==> config.mk <==
export PLATFORM = sky130hd
export DESIGN_NAME = ins_mem_loader
export DESIGN_NICKNAME = d
export VERILOG_FILES = /design/src/rtl/ins_mem_loader.sv
export SDC_FILE = /design/constraint.sdc
export NUM_CORES = 1
export LEC_CHECK = 0
export ABC_AREA = 1
export CAP_MARGIN = 20
export CORE_MARGIN = 1.5
export CORE_UTILIZATION = 57
export DETAILED_ROUTE_END_ITERATION = 8
export PLACE_DENSITY_LB_ADDON = 0.2
export SETUP_SLACK_MARGIN = 0.4
export SLEW_MARGIN = 20
export SYNTH_ARGS = -nofsm -noshare
export SYNTH_HDL_FRONTEND = slang
export SYNTH_SLANG_ARGS = --single-unit
==> constraint.sdc <==
create_clock -name clk -period 1.8 [get_ports clk]
set_input_delay 0.45 -clock clk [delete_from_list [all_inputs] [get_ports clk]]
set_output_delay 0.45 -clock clk [all_outputs]
set_load 0.05 [all_outputs]
==> src/rtl/ins_mem_loader.sv <==
// Boot-time program loader: receives a length/payload/checksum byte frame and
// writes the payload into instruction memory, releasing the processor once verified.
//
// state      | meaning
// -----------+--------------------------------------------------------------
// S_WAIT_LEN | ready for the length byte of a new frame
// S_LOAD     | accepting payload bytes, writing each to memory
// S_WAIT_SUM | accepting the checksum byte
// S_DONE     | frame verified, processor running
// S_ERROR    | checksum mismatch or inter-byte timeout, processor held (sticky)
module ins_mem_loader #(
   parameter logic [7:0]  BASE_ADDR   = 8'h00,
   parameter int unsigned TIMEOUT_CYC = 1000
) (
   input  logic       clk,
   input  logic       rst_n,
   input  logic       start,
   input  logic [7:0] in_data,
   input  logic       in_valid,
   output logic       in_ready,
   output logic       wr_en,
   output logic [7:0] wr_addr,
   output logic [7:0] wr_data,
   output logic       run,
   output logic       error
);

   typedef enum logic [2:0] {
      S_WAIT_LEN,
      S_LOAD,
      S_WAIT_SUM,
      S_DONE,
      S_ERROR
   } state_t;

   localparam int IDLE_W = (TIMEOUT_CYC > 1) ? $clog2(TIMEOUT_CYC) : 1;
   // The counter holds the number of idle edges already seen, so the edge that
   // would bring it to TIMEOUT_CYC is the one where it reads TIMEOUT_CYC-1.
   localparam logic [IDLE_W-1:0] IDLE_LAST =
      IDLE_W'((TIMEOUT_CYC > 0) ? TIMEOUT_CYC - 1 : 0);

   state_t            state;
   logic [8:0]        len_cnt;
   logic [7:0]        idx;
   logic [7:0]        sum;
   logic [IDLE_W-1:0] idle_cnt;

   logic accept;
   logic timeout_hit;

   assign accept      = in_valid && in_ready;
   assign timeout_hit = (TIMEOUT_CYC != 0) && (idle_cnt == IDLE_LAST);

   always_ff @(posedge clk or negedge rst_n) begin
      if (!rst_n) begin
         state    <= S_WAIT_LEN;
         len_cnt  <= '0;
         idx      <= '0;
         sum      <= '0;
         idle_cnt <= '0;
         in_ready <= 1'b0;
         wr_en    <= 1'b0;
         wr_addr  <= '0;
         wr_data  <= '0;
         run      <= 1'b0;
         error    <= 1'b0;
      end else begin
         wr_en <= 1'b0;
         case (state)
            S_WAIT_LEN: begin
               in_ready <= 1'b1;
               if (accept) begin
                  len_cnt  <= (in_data == 8'd0) ? 9'd256 : {1'b0, in_data};
                  idx      <= '0;
                  sum      <= '0;
                  idle_cnt <= '0;
                  state    <= S_LOAD;
               end
            end
            S_LOAD: begin
               if (accept) begin
                  wr_en    <= 1'b1;
                  wr_addr  <= BASE_ADDR + idx;
                  wr_data  <= in_data;
                  idx      <= idx + 8'd1;
                  sum      <= sum + in_data;
                  len_cnt  <= len_cnt - 9'd1;
                  idle_cnt <= '0;
                  if (len_cnt == 9'd1) state <= S_WAIT_SUM;
               end else if (timeout_hit) begin
                  in_ready <= 1'b0;
                  error    <= 1'b1;
                  state    <= S_ERROR;
               end else begin
                  idle_cnt <= idle_cnt + IDLE_W'(1);
               end
            end
            S_WAIT_SUM: begin
               if (accept) begin
                  in_ready <= 1'b0;
                  if (in_data == sum) begin
                     run   <= 1'b1;
                     state <= S_DONE;
                  end else begin
                     error <= 1'b1;
                     state <= S_ERROR;
                  end
               end else if (timeout_hit) begin
                  in_ready <= 1'b0;
                  error    <= 1'b1;
                  state    <= S_ERROR;
               end else begin
                  idle_cnt <= idle_cnt + IDLE_W'(1);
               end
            end
            S_DONE, S_ERROR: begin
               if (start) begin
                  in_ready <= 1'b1;
                  run      <= 1'b0;
                  error    <= 1'b0;
                  state    <= S_WAIT_LEN;
               end
            end
            default: state <= S_WAIT_LEN;
         endcase
      end
   end

endmodule

==> key figures, run 1 <==
Timing
  – Final hold violation count: 0
  – Worst Clk Skew: roughly 5.7 ps
  – Measured slew at the worst slew-check pin: 319 ps
  – Final setup TNS: 0 ps
  – Period utilization: just over 90%
  – Final Max Tran Viols: 0
  – Slew margin rel.: between 70% and 80%
  – Setup repair after global routing missed its margin: true
  – FMAX: just over 600 MHz
  – Min Tclk post-route: ~1600 ps
  – # setup viols final: 0

Finish
  – Final #Nets: roughly 550
  – # diodes: 0
  – Fillers: between 200 and 300
  – Share of cells above drive strength 1: between 30% and 40%
  – FF+latch area: ~1500 um2
  – Syn-to-layout area delta: 45.9%
  – Area of the multi-input gates: 2010 um2
  – Cell area after layout: between 4000 and 5000 um2

GRT
  – GRT overflow: 0
  – All-layer global routing usage: 32.2%
  – Initial antenna violation count: 0
  – Pin count of the biggest net entering global routing: 59
  – First-pass GRT wire length: 15500 um
  – Number of global-route vias before repair: 3264

Logic synthesis
  – Number of enable flip-flop cells after synthesis: 0
  – Mean Syn Cell Area: ~7.5 um2
  – Main flop type after synthesis: dfrtp_1
  – Yosys reg bits: between 50 and 60
  – FFs w/ async S/R, synth: 100%
  – Register area share after synthesis: approximately 44%
  – Synth Instances: approximately 440
  – Distinct cells, synth: 37
  – Mapped Area: 3330 um2
  – Yosys synthesis warning count: 0
  – Synthesized Nets: 467

Clock tree
  – CTS max path bufs: 2
  – CTS Root Cell: clkbuf_8
  – Number of buffers inserted by hold repair at cts: 0
  – Reg clk slew, reported paths: approximately 70 ps
  – Cts bufs inserted: 9
  – Clk sinks: 58
  – Worst-Skew Late Latency: ~350 ps
  – CTS tree: done
  – H-tree lvl count: 3

Worst setup path
  – Crit path arrival time: 1910 ps
  – Worst r2r dst: len_cnt[2]$_DFFE_PN0P_
  – Crit path from: state[2]$_DFFE_PN0P_
  – Cells on worst reg2reg path: 7
  – Critical Path End: len_cnt[2]$_DFFE_PN0P_
  – R2R Setup Slk: 150 ps
  – Crit. End Element: flip-flop
  – Reg-to-Reg Start: state[2]$_DFFE_PN0P_
  – Startpoint types: flip-flop
  – Crit path kind: reg -> reg
  – Crit path max fanout: 17
  – Worst EP required: 2070 ps

Flow run
  – Max_cap viols: 0

Min path
  – Min-Delay Path Class: in -> async

Power
  – Power per cell area: 1790 nW/um2
  – Worst vdd ir: ~0.0013 V
  – P_leak: 2.35 nW
  – Final Power: around 0.0087 W

Floorplan
  – Initial Util: around three fifths
  – Die ar.: 6310 um2
  – Core Area: 5570 um2
  – Die X: around 79 um
  – Die Ht: 79.4 um
  – Rows: 27
  – Num ports: 32

Drt
  – DRT Pass-1 Iters: 6
  – Via/cell ratio: 6.29
  – Detailed-route via count: 3814
  – Iteration-0 DRC Markers: about 570
  – Wire per inst: between 15 and 20 um
  – Final ANT Viol Nets: 0
  – WL final: about 12000 um
  – # DRC: 0

Status
  – Status: finished clean

Placement
  – Placed inst area: 3940 um2
  – Port Buffer Count: 31
  – RD Place Congestion: slightly above 0.9
  – Post-DP HPWL: between 5000 and 6000 um
==> worst max-delay path, stage by stage (launching register included) <==
cell     delay, ps
dfrtp_2        460
inv_2          180
nand2_2        120
buf_4          160
nor2_4         150
buf_8          200
o21ai_0        130
a32oi_1        170
==> stage by stage <==
step           setup slack (ps)  hold WS [ps]  cells  util [%]
6_report                    151          97.7    606      87.1
5_1_grt                    76.9           133    606      87.1
4_1_cts                     273           114    595      80.9
3_5_place_dp               -337           460    562      70.7
3_3_place_gp               -326           457    562      70.7
2_1_floorplan               248           154    443         -
==> worst min path at each step <==
stage | startpoint | endpoint | slack, ps | cells after the start
after floorplan | rst_n | error$_DFFE_PN0P_ | 150 | 0
after global placement | wr_addr[6]$_DFFE_PN0P_ | wr_addr[6]$_DFFE_PN0P_ | 460 | 2
after detailed placement | wr_addr[7]$_DFFE_PN0P_ | wr_addr[7]$_DFFE_PN0P_ | 460 | 2
after CTS | rst_n | idx[2]$_DFFE_PN0P_ | 110 | 2
after global routing | rst_n | wr_addr[1]$_DFFE_PN0P_ | 130 | 2
final | rst_n | wr_addr[2]$_DFFE_PN0P_ | 100 | 2
==> cells by family (layout without fill, tap and decap cells) <==
family	count (synthesis)	after routing	share of synthesized area (%)
DFF	58	58	43.6
adders and majority gates	12	12	4.74
buffers and inverters	77	168	9.40
AOI/OAI and AO/OA	85	85	14.4
xor gates and xnor gates	4	4	1.05
and+or+nand+nor	207	207	26.8
==> cell type report <==
class | count | share of cell area (%)
Timing Repair Buffer | 85 | 16.9
Clock inverter | 7 | 1.93
Inverter | 67 | 5.44
Clock buffer | 9 | 2.55
Multi-Input combinational cell | 308 | 41.3
Tap cell | 72 | 1.86
Sequential cell | 58 | 30.0
==> Yosys cell counts, drive strengths merged, types with 2 or more instances <==
master,number,area (um2)
ha,11,138
nor3,6,30.0
xnor2,2,17.5
o22ai,5,31.3
nand2,120,465
dfrtp,58,1450
nand4,10,62.6
a21oi,18,90.1
nor2,38,160
o211ai,4,30.0
o21ai,47,235
o221ai,2,17.5
buf,10,61.3
inv,66,248
nand3,30,155
xor2,2,17.5
o2111ai,2,17.5
==> flip-flops by register name, summed over array words and instances, names as in the netlist <==
name and flops:
error 1, idle_cnt 10, idx 8, in_ready 1
len_cnt 9, run 1, state 3, sum 8
wr_addr 8, wr_data 8, wr_en 1
==> routing by layer <==
layer	GRT usage, %	vias up	routed length (um)
met5	0	-	0
met4	14.4	0	626
met3	5.37	95	1090
met2	50.3	300	5620
met1	44.2	1797	4520
li1	-	1622	-
==> power breakdown <==
group	total, W	leakage, nW	switching, W	internal [W]
Sequential	0.00221	0.747	0.000459	0.00176
Combinational	0.00511	1.49	0.00309	0.00202
Clock	0.00137	0.105	0.000592	0.000776
==> layout by cell type, fill, tap and decap left out, drive strengths merged, types with 5 or more instances in the layout <==
master	n
dlygate4sd2	7
a21oi	18
nand2	120
nor3	6
dfrtp	58
nor2	38
buf	75
o21ai	47
o22ai	5
nand3	30
clkbuf	10
ha	11
inv	65
nand4	10
==> repair_timing <==
action | CTS | global route
resized for setup | 78 | 82
setup endpoints to repair | 49 | 61
buffers inserted | 14 | 11
endpoints found under the hold margin | 0 | 0
pin swaps | 18 | 34
cloned | 3 | 0
No activity file was read; power rests on OpenSTA's default activity.
==> run 2, diff against run 1 <==
Settings changed: ABC_AREA 1 to not set, HOLD_SLACK_MARGIN set to 0.05, SLEW_MARGIN 20 to 10.
==> run 2 against run 1 <==
The run now fails in global routing (5_1_grt). Synthesized area decreased by 3.2%. Synthesized cell count decreased by 17%.
==> key figures, run 2 <==
Logic synthesis
  – Number of enable flip-flop cells after synthesis: 0 (unchanged)
  – Register area share after synthesis: 45.0% (was 43.6%)
  – Mean Syn Cell Area: 8.76 um2 (was 7.51 um2)
  – FFs w/ async S/R, synth: 100% (unchanged)
  – Yosys synthesis warning count: 0 (unchanged)
  – Yosys reg bits: 58 (unchanged)
  – Yosys top cell by area: dfrtp_1 (unchanged)
  – Synthesized Nets: 392 (was 467)
  – Most common cell in the synthesized netlist: nand2_1 (unchanged)
  – Commonest cells post-synth: nand2_1, dfrtp_1, o21ai_0, a21oi_1, nor2_1 (was nand2_1, inv_1, dfrtp_1, o21ai_0, nor2_1)
  – Synth top area cells: dfrtp_1, nand2_1, o21ai_0 (was dfrtp_1, nand2_1, inv_1)
  – Distinct cells, synth: 58 (was 37)
  – Synth Instances: 368 (was 443)
  – Mapped Area: 3220 um2 (was 3330 um2)
  – Top cell type's share of synthesized area: 45.0% (was 43.6%)
  – Main flop type after synthesis: dfrtp_1 (unchanged)

Clock tree
  – Clk sinks: 58 (unchanged)
  – CTS Root Cell: clkbuf_8 (unchanged)
  – CTS max path bufs: 2 (unchanged)
  – H-tree lvl count: 3 (unchanged)
  – Cts bufs inserted: 9 (unchanged)

Status
  – Log Error: [ERROR DPL-0038] Utilization greater than 100%, impossible to legalize
  – Status: stopped before the end (was finished clean)
  – Failed at: global routing (5_1_grt)

Placement
  – Port Buffer Count: 31 (unchanged)
  – Post-DP HPWL: 6080 um (was 5560 um)
  – RD Place Congestion: 0.880 (was 0.909)

Floorplan
  – Rows: 27 (unchanged)
  – Initial Util: 58.9% (was 59.7%)
  – Die X: 78.2 um (was 79.4 um)
  – Num ports: 32 (unchanged)
  – Die Ht: 78.2 um (was 79.4 um)

GRT
  – Pin count of the biggest net entering global routing: 30

Timing
  – Worst setup endpoint GRT: sum[6]$_DFFE_PN0P_/D
  – Worst_ep kind: register data pin
run 2: cell count changes after synthesis, sizes merged, moves of 5 or more:
cell and change:
inv -59, nand2 -37, nand3 -22, nor2 -15
o21ai -14, clkbuf +9, nor4 +8, nand4 -7
nor3 +7, a21oi +6, xnor2 +5
run 2: repair_timing:
item / in CTS
hold buffers: 1
hold endpoints to repair: 8
gates cloned: 5
endpoints found under the setup margin: 60
pin swaps: 63
gates resized for setup: 141
buffers inserted: 41
run 2: stage by stage:
| stage | cells | setup slack, ps | cell area [um2] | hold slack [ps] | TNS, ps |
|---|---|---|---|---|---|
| floorplan | 368 | 60.0 | 3460 | 154 | 0 |
| detailed placement | 508 | -527 | 4150 | 414 | -7820 |
| global placement | 508 | -512 | 4150 | 412 | -6820 |
| CTS | 571 | 7.08 | 5270 | 481 | 0 |
run 2: kinds of logic after synthesis:
logic type / after synthesis / share of synthesized area (%)
adders and majority gates: 12 / 4.89
and+or+nand+nor: 164 / 24.3
AOI/OAI and AO/OA: 98 / 19.1
DFF: 58 / 45.0
muxes: 1 / 0.311
buffers and inverters: 24 / 3.42
xor gates and xnor gates: 11 / 2.99
==> run 3, diff against run 2 <==
Settings changed: CORE_UTILIZATION 57 to 40, HOLD_SLACK_MARGIN 0.05 to not set, PLACE_DENSITY_LB_ADDON 0.2 to 0.15, SETUP_SLACK_MARGIN 0.4 to not set.
==> run 3 against run 2 <==
The flow now finishes, with violations (negative setup slack). Synthesized area did not move. Synthesized cell count did not move.
==> key figures, run 3 <==
GRT
  – First-pass GRT wire length: about 14000 um
  – GRT overflow: 0
  – Pin count of the biggest net entering global routing: 59
  – Number of global-route vias before repair: 2939
  – All-layer global routing usage: between 20% and 30%
  – Initial antenna violation count: 0

Timing
  – Slew margin rel.: 76.8%
  – Period utilization: 101%
  – FMAX: 550 MHz
  – Final setup TNS: -18.1 ps
  – Min Tclk post-route: 1820 ps
  – # setup viols final: 1
  – Hold Slack: 126 ps
  – Setup ws final: -18.1 ps
  – Setup repair after global routing missed its margin: true
  – Measured slew at the worst slew-check pin: around 340 ps
  – Final Max Tran Viols: 0
  – Worst Clk Skew: about 7 ps
  – Final hold violation count: 0

Clock tree
  – CTS tree: done
  – Worst-Skew Late Latency: 330 ps
  – Reg clk slew, reported paths: roughly 70 ps
  – CTS Root Cell: clkbuf_8 (unchanged)
  – H-tree lvl count: 3 (unchanged)
  – Cts bufs inserted: 9 (unchanged)
  – Number of buffers inserted by hold repair at cts: 0 (was 1)
  – Clk sinks: 58 (unchanged)
  – CTS max path bufs: 2 (unchanged)

Logic synthesis
  – Yosys reg bits: 58 (unchanged)
  – Number of enable flip-flop cells after synthesis: 0 (unchanged)
  – Register area share after synthesis: 45.0% (unchanged)
  – Synth Instances: 368 (unchanged)
  – Main flop type after synthesis: dfrtp_1 (unchanged)
  – Most common cell in the synthesized netlist: nand2_1 (unchanged)
  – Top cell type's share of synthesized area: 45.0% (unchanged)
  – Yosys top cell by area: dfrtp_1 (unchanged)
  – FFs w/ async S/R, synth: 100% (unchanged)
  – Mean Syn Cell Area: 8.76 um2 (unchanged)
  – Yosys synthesis warning count: 0 (unchanged)
  – Commonest cells post-synth: nand2_1, dfrtp_1, o21ai_0, a21oi_1, nor2_1 (unchanged)
  – Synth top area cells: dfrtp_1, nand2_1, o21ai_0 (unchanged)
  – Synthesized Nets: 392 (unchanged)
  – Distinct cells, synth: 58 (unchanged)
  – Mapped Area: 3220 um2 (unchanged)

Finish
  – # diodes: 0
  – Largest registers: idle_cnt x10, len_cnt x9
  – Leading cell type in the layout, fill and taps excluded: nand2_1
  – Finished Core Util: a little under three fifths
  – Largest register FFs: 10
  – Cell area after layout: between 4000 and 5000 um2
  – Most frequent cells in the layout: nand2_1, buf_4, dfrtp_1, o21ai_0, nor2_1
  – Final #Nets: just under 500
  – Syn-to-layout area delta: 38.8%
  – Share of cells above drive strength 1: just under 30%
  – Largest reg by FF count: idle_cnt

Worst setup path
  – Reg-to-Reg Start: sum[4]$_DFFE_PN0P_
  – Crit path arrival time: 2080 ps
  – Worst EP required: between 2000 and 2500 ps
  – Startpoint types: flip-flop
  – Cells on worst reg2reg path: 7
  – Worst r2r dst: state[1]$_DFFE_PN0P_
  – Crit. End Element: flip-flop
  – Crit path kind: reg -> reg
  – R2R Setup Slk: -20 ps
  – Crit path max fanout: 3

Placement
  – Port Buffer Count: 31 (unchanged)
  – Placed inst area: 4040 um2 (was 4150 um2)
  – Post-DP HPWL: 5480 um (was 6080 um)
  – RD Place Congestion: 0.809 (was 0.880)

Floorplan
  – Die X: 92.7 um (was 78.2 um)
  – Core Area: 7770 um2
  – Die Ht: 92.7 um (was 78.2 um)
  – Num ports: 32 (unchanged)
  – Rows: 32 (was 27)
  – Initial Util: 41.5% (was 58.9%)
  – Die ar.: approximately 8600 um2

Flow run
  – Max_cap viols: 0

Power
  – P_leak: roughly 2.1 nW
  – Final Power: approximately 0.0071 W
  – Worst vdd ir: about 0.00084 V
  – Power per cell area: 1600 nW/um2

Status
  – Status: complete, but fails checks (was stopped before the end)
  – Failing checks: negative setup slack

Drt
  – # DRC: 0
  – DRT Pass-1 Iters: 4
  – Wire per inst: between 10 and 15 um
  – WL final: between 8000 and 9000 um
  – Detailed-route via count: a little over 3k
  – Iteration-0 DRC Markers: approximately 140
  – Final ANT Viol Nets: 0
  – Via/cell ratio: about 5.4

Min path
  – Min-Delay Path Class: in -> async
-- run 3: cell counts after synthesis --
No cell type changed its count.
-- run 3: cells by family (layout without fill, tap and decap cells) --
group | after synthesis | in the layout | share of synthesized area (%)
AOI/OAI and AO/OA | 98 | 98 | 19.1
xor gates and xnor gates | 11 | 11 | 2.99
adders and majority gates | 12 | 12 | 4.89
buffers and inverters | 24 | 117 | 3.42
DFF | 58 | 58 | 45.0
muxes | 1 | 1 | 0.311
and+or+nand+nor | 164 | 164 | 24.3
-- run 3: final cells by class --
type	count	area (um2)
fill	711	3300
multi-input combinational	286	1890
sequential	58	1450
timing repair buffer	95	786
clock buffer	12	145
tap	102	128
clock inverter	3	40.0
inverter	7	26.3
-- run 3: worst max path at each step --
stage / start / endpoint / slack, ps / cells after the start
detailed placement: in_data[1] / sum[7]$_DFFE_PN0P_ / -590 / 7
global placement: in_data[1] / sum[7]$_DFFE_PN0P_ / -560 / 7
global route: sum[4]$_DFFE_PN0P_ / state[1]$_DFFE_PN0P_ / -40 / 7
finish: sum[4]$_DFFE_PN0P_ / state[1]$_DFFE_PN0P_ / -20 / 7
CTS: sum[1]$_DFFE_PN0P_ / sum[6]$_DFFE_PN0P_ / 8 / 7
floorplan: in_data[2] / sum[7]$_DFFE_PN0P_ / -30 / 6
-- run 3: power by group --
group | internal [W] | total [W] | leakage [nW] | switching, W
logic | 0.00180 | 0.00392 | 1.24 | 0.00211
registers | 0.00169 | 0.00205 | 0.756 | 0.000361
clock network | 0.000666 | 0.00117 | 0.0962 | 0.000501
total | 0.00416 | 0.00714 | 2.10 | 0.00297
-- run 3: per-layer routing --
layer / part of all wire (%) / GRT usage [%] / vias up
met1: 48 / 27.6 / 1464
met5: 0 / 0 / -
met4: 0.89 / 5.81 / 0
met3: 3.3 / 3.94 / 6
li1: - / - / 1491
met2: 47 / 33.9 / 60
-- run 3: stage by stage --
step / std cells / worst slack (ps)
floorplan: 368 / -25.2
global placement: 540 / -563
detailed placement: 540 / -589
CTS: 557 / 7.53
global route: 563 / -40.2
finish: 563 / -18.1
-- run 3: critical path: stages, from the launching register on --
cell      delay [ps]
dfrtp_1          410
ha_4             260
nor4_4           310
nand3_2          150
buf_4            160
a21bo_2          200
o21bai_1         130
a21o_1           120
-- run 3: what timing repair did --
action,4_1_cts,5_1_grt
setup buffers,2,6
endpoints found under the setup margin,11,16
resized for setup,24,21
pin swaps,10,15
==> run 4, diff against run 3 <==
Settings changed: CORE_MARGIN 1.5 to 4, DONT_BUFFER_PORTS set to 1, HOLD_SLACK_MARGIN set to 0.06.
==> run 4 against run 3 <==
The flow finishes with violations (negative hold slack, negative setup slack). Largest power group unchanged. Sequential cell count did not move. Die area up 11%. Worst setup slack gained 13 ps. Sequential share of layout area rose by 4.4 points. Register-to-register slack about the same. Routed wire length is 5.8% lower. Maximum frequency increased by 0.70%. Critical path type unchanged. Utilization shrank 6.9 points. Final area shrank 12%.
==> key figures, run 4 (synthesized netlist as in run 3, its figures left out) <==
GRT
  – Pin count of the biggest net entering global routing: 59 (unchanged)
  – All-layer global routing usage: 17.3% (was 20.6%)
  – First-pass GRT wire length: 13500 um (was 14000 um)
  – Number of global-route vias before repair: 2784 (was 2939)
  – Initial antenna violation count: 0 (unchanged)
  – GRT overflow: 0 (unchanged)

Timing
  – Worst Clk Skew: 4.43 ps (was 6.96 ps)
  – Slew margin rel.: 67.9% (was 76.8%)
  – Period utilization: 100% (was 101%)
  – Final Max Tran Viols: 0 (unchanged)
  – Final hold violation count: 58 (was 0)
  – Measured slew at the worst slew-check pin: 482 ps (was 343 ps)
  – Setup repair after global routing missed its margin: true (unchanged)
  – FMAX: 554 MHz (was 550 MHz)
  – Hold Slack: -190 ps (was 126 ps)
  – Min Tclk post-route: 1810 ps (was 1820 ps)
  – Setup ws final: -5.50 ps (was -18.1 ps)
  – # setup viols final: 1 (unchanged)

Finish
  – Share of cells above drive strength 1: 19.9% (was 29.7%)
  – # diodes: 0 (unchanged)
  – Syn-to-layout area delta: 22.1% (was 38.8%)
  – Largest reg by FF count: idle_cnt (unchanged)
  – Finished Core Util: 50.7% (was 57.6%)
  – Final #Nets: 423 (was 481)
  – Most frequent cells in the layout: nand2_1, dfrtp_1, buf_4, o21ai_0 (was nand2_1, buf_4, dfrtp_1, o21ai_0, nor2_1)
  – Largest register FFs: 10 (unchanged)
  – Leading cell type in the layout, fill and taps excluded: nand2_1 (unchanged)
  – Largest registers: idle_cnt x10, len_cnt x9 (unchanged)

Floorplan
  – Die ar.: 9550 um2 (was 8600 um2)
  – Initial Util: 41.5% (unchanged)
  – Die X: 97.7 um (was 92.7 um)
  – Num ports: 32 (unchanged)
  – Rows: 32 (unchanged)
  – Core Area: 7770 um2 (unchanged)
  – Die Ht: 97.7 um (was 92.7 um)

Worst setup path
  – Worst EP required: 2070 ps (about the same)
  – R2R Setup Slk: -5 ps (was -20 ps)
  – Worst path cell trace: ha_4 -> a211oi_4 -> o21ai_1 -> and3_1 -> or4_1 -> nand3_1 (was ha_4 -> nor4_4 -> nand3_2 -> buf_4 -> a21bo_2 -> o21bai_1 -> a21o_1)
  – Crit. End Element: flip-flop (unchanged)
  – Crit path arrival time: 2070 ps (was 2080 ps)
  – Startpoint types: flip-flop (unchanged)
  – Crit path kind: reg -> reg (unchanged)
  – Crit path max fanout: 3 (unchanged)
  – CP max stage cell: or4_1 (was dfrtp_1)
  – Slowest stage delay, CP: 470 ps (was 410 ps)
  – CP top delay family: simple AND/OR/NAND/NOR gates (unchanged)
  – Bufs and invs on worst path: 0 (was 1)

Placement
  – Post-DP HPWL: 5390 um (was 5480 um)
  – Port Buffer Count: 0 (was 31)
  – RD Place Congestion: 0.844 (was 0.809)

Clock tree
  – CTS Root Cell: clkbuf_8 (unchanged)
  – CTS tree: done (unchanged)
  – H-tree lvl count: 3 (unchanged)
  – Clk sinks: 58 (unchanged)
  – Cts bufs inserted: 9 (unchanged)
  – Worst-Skew Late Latency: 330 ps (about the same)
  – Reg clk slew, reported paths: 60 ps (was 70 ps)
  – CTS max path bufs: 2 (unchanged)

Min path
  – Min-Delay Path Class: in -> async (unchanged)

Power
  – Power per cell area: 1670 nW/um2 (was 1600 nW/um2)
  – Final Power: 0.00655 W (was 0.00714 W)
  – P_leak: 1.78 nW (was 2.10 nW)
  – Worst vdd ir: 0.000588 V (was 0.000840 V)

Drt
  – Wire per inst: 15.5 um (was 14.8 um)
  – DRT Pass-1 Iters: 4 (unchanged)
  – Iteration-0 DRC Markers: 106 (was 137)
  – Via/cell ratio: 5.49 (was 5.37)
  – # DRC: 0 (unchanged)
  – Final ANT Viol Nets: 0 (unchanged)
  – Detailed-route via count: 2771 (was 3021)
  – WL final: 7830 um (was 8310 um)

Status
  – Status: complete, but fails checks (unchanged)
  – Failing checks: negative hold slack, negative setup slack (was negative setup slack)

Flow run
  – Max_cap viols: 0 (unchanged)
==> run 4: worst reg2reg max path, stage by stage (launching register included) <==
cell,delay [ps]
dfrtp_1,410
ha_4,250
a211oi_4,240
o21ai_1,100
and3_1,200
or4_1,470
nand3_1,80
==> run 4: per-layer routing <==
layer  vias up  wire length (um)  global-route usage [%]
li1       1378                 -                       -
met1      1326              3440                    21.7
met2        56              3860                    29.2
met3        11               407                    3.71
met4         0               116                    6.71
met5         -                 0                       0
==> run 4: stage by stage <==
stage	std cells	setup TNS, ps	hold slack (ps)	setup WS (ps)	cell area (um2)
4_1_cts	502	0	-208	4.24	3840
5_1_grt	505	-162	-216	-61.6	3940
3_3_place_gp	487	-212	157	-68.6	3580
3_5_place_dp	487	-282	156	-105	3580
2_1_floorplan	368	-25.2	154	-25.2	3270
6_report	505	-5.50	-190	-5.50	3940
==> run 4: power breakdown <==
group | internal [W] | total (W) | switching [W]
sequential | 0.00169 | 0.00246 | 0.000771
clock | 0.000744 | 0.00124 | 0.000501
combinational | 0.00137 | 0.00285 | 0.00148
total | 0.00380 | 0.00655 | 0.00275
==> run 4: layout make-up <==
class / instances / area, um2
clock buffer: 13 / 169
clock inverter: 2 / 35.0
fill: 741 / 3830
inverter: 7 / 26.3
multi-input combinational: 286 / 1830
sequential: 58 / 1450
tap: 102 / 128
timing repair buffer: 37 / 290
==> run 4: worst paths after layout <==
| kind | startpoint | end | cells after the start |
|---|---|---|---|
| min | rst_n | wr_addr[6]$_DFFE_PN0P_ | 0 |
| max reg2reg | sum[1]$_DFFE_PN0P_ | sum[7]$_DFFE_PN0P_ | 6 |
| max in group asynchronous | rst_n | idle_cnt[6]$_DFFE_PN0P_ | 0 |
| min reg2reg | sum[3]$_DFFE_PN0P_ | sum[3]$_DFFE_PN0P_ | 2 |
| max | sum[1]$_DFFE_PN0P_ | sum[7]$_DFFE_PN0P_ | 6 |
| min in group clk | in_data[5] | wr_data[5]$_DFFE_PN0P_ | 2 |
==> run 4: timing repair <==
item                                    CTS  global route
endpoints found under the setup margin    4            21
endpoints found under the hold margin    58            58
gates cloned                              0             0
resized for setup                         8            11
setup buffers                             0             3
pin swaps                                 8             2
